[src/rtl/pong_pkg.sv]
// Shared types for the quadrature paddle emulator: move FSM states and the
// sizing helper for the edge-rate timer.
package pong_pkg;

  typedef enum logic [1:0] {
    IDLE  = 2'd0,
    LEAD  = 2'd1,
    TRAIL = 2'd2
  } state_t;

  // Bits needed to hold values 0..edge_cycles.
  function automatic int timer_width(input int edge_cycles);
    return (edge_cycles < 1) ? 1 : $clog2(edge_cycles + 1);
  endfunction

endpackage

[src/rtl/edge_timer.sv]
// Loadable down-counter with a zero flag; usable as a fixed-rate strobe
// generator by reloading it whenever it reaches zero.
module edge_timer #(
  parameter int W = 3
) (
  input  logic         clk,
  input  logic         reset,
  input  logic         load,
  input  logic [W-1:0] load_value,
  input  logic         enable,
  output logic [W-1:0] count,
  output logic         zero
);

  logic [W-1:0] count_r;

  // Counter register: load has priority, otherwise count down and stick at zero.
  always_ff @(posedge clk) begin
    if (reset) begin
      count_r <= {W{1'b0}};
    end else if (load) begin
      count_r <= load_value;
    end else if (enable && (count_r != {W{1'b0}})) begin
      count_r <= count_r - W'(1);
    end else begin
      count_r <= count_r;
    end
  end

  assign count = count_r;
  assign zero  = (count_r == {W{1'b0}});

endmodule

[src/rtl/quad_encoder_emulator.sv]
// Drives quadrature A/B so a same-clock decoder counts from its current value to
// an accepted target, one count (lead edge + trail edge) at a time.
module quad_encoder_emulator
  import pong_pkg::*;
#(
  parameter int WIDTH       = 8,
  parameter int EDGE_CYCLES = 4
) (
  input  logic             clk,
  input  logic             reset,
  input  logic [WIDTH-1:0] target,
  input  logic             target_valid,
  output logic             target_ready,
  output logic             a,
  output logic             b,
  output logic [WIDTH-1:0] position,
  output logic             busy,
  output logic             done
);

  localparam int            TW     = timer_width(EDGE_CYCLES);
  localparam logic [TW-1:0] RELOAD = TW'(EDGE_CYCLES - 1);

  state_t           state_r;
  state_t           state_s;
  logic             a_r;
  logic             b_r;
  logic [WIDTH-1:0] position_r;
  logic [WIDTH-1:0] tgt_q_r;
  logic             pending_r;
  logic             done_r;
  logic             step_up_r;

  logic             accept_s;
  logic             up_s;
  logic             lead_s;
  logic             trail_s;
  logic             finish_s;
  logic             timer_load_s;
  logic             timer_en_s;
  logic [TW-1:0]    timer_count_s;
  logic             timer_zero_s;

  assign target_ready = (state_r == IDLE) && !pending_r;
  assign busy         = (state_r != IDLE) || pending_r;
  assign accept_s     = target_valid && target_ready;
  assign up_s         = (tgt_q_r > position_r);
  assign timer_en_s   = (state_r != IDLE);

  edge_timer #(
    .W (TW)
  ) u_edge_timer (
    .clk        (clk),
    .reset      (reset),
    .load       (timer_load_s),
    .load_value (RELOAD),
    .enable     (timer_en_s),
    .count      (timer_count_s),
    .zero       (timer_zero_s)
  );

  // Next-state and edge-request decode; a latched target is resolved the cycle after the handshake.
  always_comb begin
    state_s      = state_r;
    lead_s       = 1'b0;
    trail_s      = 1'b0;
    finish_s     = 1'b0;
    case (state_r)
      IDLE: begin
        if (pending_r) begin
          if (tgt_q_r == position_r) begin
            finish_s = 1'b1;
            state_s  = IDLE;
          end else begin
            lead_s  = 1'b1;
            state_s = LEAD;
          end
        end else begin
          state_s = IDLE;
        end
      end
      LEAD: begin
        if (timer_zero_s) begin
          trail_s = 1'b1;
          state_s = TRAIL;
        end else begin
          state_s = LEAD;
        end
      end
      TRAIL: begin
        if (timer_zero_s) begin
          if (position_r != tgt_q_r) begin
            lead_s  = 1'b1;
            state_s = LEAD;
          end else begin
            finish_s = 1'b1;
            state_s  = IDLE;
          end
        end else begin
          state_s = TRAIL;
        end
      end
      default: begin
        state_s = IDLE;
      end
    endcase
    timer_load_s = lead_s | trail_s;
  end

  // State, line and shadow-count registers; position moves with the counting (lead) edge.
  always_ff @(posedge clk) begin
    if (reset) begin
      state_r    <= IDLE;
      a_r        <= 1'b0;
      b_r        <= 1'b0;
      position_r <= {WIDTH{1'b0}};
      tgt_q_r    <= {WIDTH{1'b0}};
      pending_r  <= 1'b0;
      done_r     <= 1'b0;
      step_up_r  <= 1'b0;
    end else begin
      state_r   <= state_s;
      done_r    <= finish_s;
      pending_r <= accept_s;
      if (accept_s) begin
        tgt_q_r <= target;
      end
      if (lead_s) begin
        step_up_r <= up_s;
        if (up_s) begin
          position_r <= position_r + WIDTH'(1);
          a_r        <= ~a_r;
        end else begin
          position_r <= position_r - WIDTH'(1);
          b_r        <= ~b_r;
        end
      end else if (trail_s) begin
        // Trail edge uses the direction of the step already started.
        if (step_up_r) begin
          b_r <= ~b_r;
        end else begin
          a_r <= ~a_r;
        end
      end
    end
  end

  assign a        = a_r;
  assign b        = b_r;
  assign position = position_r;
  assign done     = done_r;

endmodule

[config.mk]
export PLATFORM = sky130hd
export DESIGN_NAME = quad_encoder_emulator
export DESIGN_NICKNAME = d
export VERILOG_FILES = /design/src/rtl/pong_pkg.sv /design/src/rtl/edge_timer.sv /design/src/rtl/quad_encoder_emulator.sv
export SDC_FILE = /design/constraint.sdc
export NUM_CORES = 1
export LEC_CHECK = 0
export CORE_ASPECT_RATIO = 1.1
export CORE_MARGIN = 2
export CORE_UTILIZATION = 48
export CTS_CLUSTER_DIAMETER = 200
export DETAILED_ROUTE_END_ITERATION = 10
export PLACE_DENSITY = 0.7
export SKIP_LAST_GASP = 1
export SLEW_MARGIN = 15
export SYNTH_ARGS = -nofsm -noshare
export SYNTH_HDL_FRONTEND = slang
export SYNTH_SLANG_ARGS = --single-unit
export TNS_END_PERCENT = 30
[constraint.sdc]
create_clock -name clk -period 5.53 [get_ports clk]
set_input_delay 1.659 -clock clk [delete_from_list [all_inputs] [get_ports clk]]
set_output_delay 1.659 -clock clk [all_outputs]
set_load 0.005 [all_outputs]
==> qor.txt <==
Worst Skew: 0.00494 ns
Mapped Cells: 184
post-synth top area share: 34.0%
max_slew headroom: 32.1%
Routed WL per cell: 12.1 µm
fillcell total: 282
Final Core Density: 58.9%
Leakage: 0.000743 µW
Post-Synth Adder-Cell Area: 14.4%
nets@finish: 233
drt first pass iters: 4
Clock Path Buffers: 2
period utilization: 63.6%
number of max-cap violations: 0
peak supply drop: 0.000496 V
CTS tree: done
largest family of logic cells by synthesized area: simple AND/OR/NAND/NOR gates
Final setup viols: 0
layout cell share with drive strength beyond 1: 6.37%
endpoints failing hold: 0
fin. max-slew vios: 0
residual antenna-violating net count after detailed routing: 0
Period minus WS final: 3.52 ns
Worst Path Required: 5.75 ns
critical path peak fanout: 7
Synth async-reset ratio: 0%
# IOs: 24
H-tree depth: 1
DRC Markers: 0
post-route setup TNS: 0 ns
Yosys reg bits: 26
row count: 21
Setup crit end kind: flip-flop
Mapped Nets: 212
worst-margin pin slew: 1.02 ns
Core ar.: 0.00305 mm²
Synth cell types: 41
Remaining Overflow, GRT: 0
Clock Pin Slew Worst Setup and Hold Paths: 0.14 ns
GPL Wtd Cong: 0.792
GR Util All Layers: 17.3%
DRT Wirelength: 2890 µm
Vias per Instance: 5.25
hold_buf cts: 0
Ant. Diodes: 0
port bufs: 23
EDFF count, synth: 0
Main synth FF type: dfxtp_1
kind of critical path: flip-flop to flip-flop
pin count of the biggest net entering global routing: 30
Fmax: 0.284 GHz
cts repair resizes: 0
initial antenna violation count: 0
mapped cell area: 0.00153 mm²
Die Y: 63.3 µm
CP startpoint kind: flip-flop
die width: 57.9 µm
sequential area share after synthesis: 34.0%
via count: 1250
top post-synthesis cells by area: dfxtp_1 34%, ha_1 13%, nand2_1 8.1%
Synth warnings: 0
Avg Cell Area, Syn: 8.33 µm²
DRT iter0 DRCs: 43
XOR/XNOR Fraction of Synth Area: 4.57%
Final Cell Area: 0.00180 mm²
Yosys top cell by area: dfxtp_1
CTS Buf Count: 3
post-placement cell area: 0.00176 mm²
Non-Filler Instances: 238
clock sinks: 26
Post-synth top cells: 33 x nand2_1, 26 x dfxtp_1, 24 x a21oi_1
area of the die: 0.00366 mm²
global-route wire length before repair: 5060 µm
P per Cell Area: 616 mW/mm²
RSZ-0062 raised after global routing: no
top-count cell post-synth: nand2_1
vias in the first global route: 1213
HPWL after detailed placement: 2210 µm
placed insts: 234
Hold Path Class: flip-flop to flip-flop
Synth Area in Compound Gates: 16.2%
Area Growth Syn to Fin: 17.1%
post-CTS setup buffer count: 0
Initial Utilization: 50.3%
status: complete, no violations
Simple-Gate Fraction of Synth Area: 21.6%
Root Buffer: clkbuf_4
fraction of synthesized area in multiplexers: 3.10%
critical path arrival: 3.74 ns
Clk Latency, worst-skew pair: 0.32 ns
## per-stage QoR
| stage | worst slack, ns | total power [µW] | hold WS [ns] |
|---|---|---|---|
| global route | 1.70 | 1240 | 0.500 |
| CTS | 2.04 | 1120 | 0.473 |
| floorplan | 2.33 | 849 | 0.436 |
| global placement | 2.18 | 1000 | 0.449 |
| detailed placement | 2.07 | 1020 | 0.454 |
| finish | 2.01 | 1110 | 0.472 |
## metal layers
layer | track usage [%] | vias to the layer above | part of all wire [%]
met5 | 0 | - | 0
met4 | 5.23 | 0 | 1.2
met3 | 2.46 | 4 | 2.4
met2 | 31.5 | 16 | 49
met1 | 20.4 | 570 | 47
li1 | - | 660 | -
## registers in the layout, summed over array words and instances (netlist names)
name,count
a,1
b,1
done,1
pending_r,1
position,8
state_r,2
step_up_r,1
tgt_q_r,8
u_edge_timer.count,3
## power by group
part	total (µW)	switching, µW	leakage (µW)	internal [µW]
sequential	288	47.7	0.000213	240
combinational	723	367	0.000509	355
clock	95.1	54.9	0.0000210	40.2
total	1110	470	0.000743	635
## worst max-delay path, cell delays in order (launching register included)
cell      delay, ns
dfxtp_1        0.45
inv_1          0.07
ha_1           0.31
nor2b_1        0.13
o211ai_1       0.15
a21oi_1        0.11
or3_4          0.40
nand2_1        0.24
ha_1           0.29
a21o_1         0.18
o21ai_0        0.23
a32oi_1        0.16
or2_0          0.22
mux2i_1        0.15
mux2_1         0.33
## final cells by class
class | count | area [µm²] | share of cell area [%]
multi-input cells | 138 | 917 | 51.1
flip-flops and latches | 26 | 520 | 29.0
repair buffers | 23 | 230 | 12.8
inverters | 13 | 48.8 | 2.72
well taps | 34 | 42.5 | 2.37
clock buffers | 4 | 36.3 | 2.02
## kinds of logic after synthesis
group / after synthesis
simple gates: 69
compound gates: 40
flops: 26
buf+inv: 20
fa+ha+maj: 17
xor+xnor: 8
mux: 4
## path summary, 6_finish.rpt
path	cells after the start	slack, ns	end	start
hold reg to reg	2	0.47	tgt_q_r[0]$_SDFFE_PP0P_	tgt_q_r[0]$_SDFFE_PP0P_
setup reg to reg	14	2.01	position[7]$_SDFFE_PP0P_	position[1]$_SDFFE_PP0P_
setup / recovery	14	2.01	position[7]$_SDFFE_PP0P_	position[1]$_SDFFE_PP0P_
hold / removal	2	0.47	tgt_q_r[0]$_SDFFE_PP0P_	tgt_q_r[0]$_SDFFE_PP0P_
## placed cells by master, fill, tap and decap left out, drive strengths merged, types with 2 or more instances in the layout
cell type,Yosys,routed
mux2,3,3
nor2,15,15
a211oi,2,2
a21oi,24,24
inv,13,13
nor2b,4,4
nand2b,3,3
nand4,2,2
clkbuf,3,4
nor3,3,3
o21ai,4,4
xor2,3,3
xnor2,5,5
nand2,34,34
or2,2,2
a21o,3,3
clkdlybuf4s50,0,23
ha,16,16
dfxtp,26,26
(Power assumes the default switching activity.)
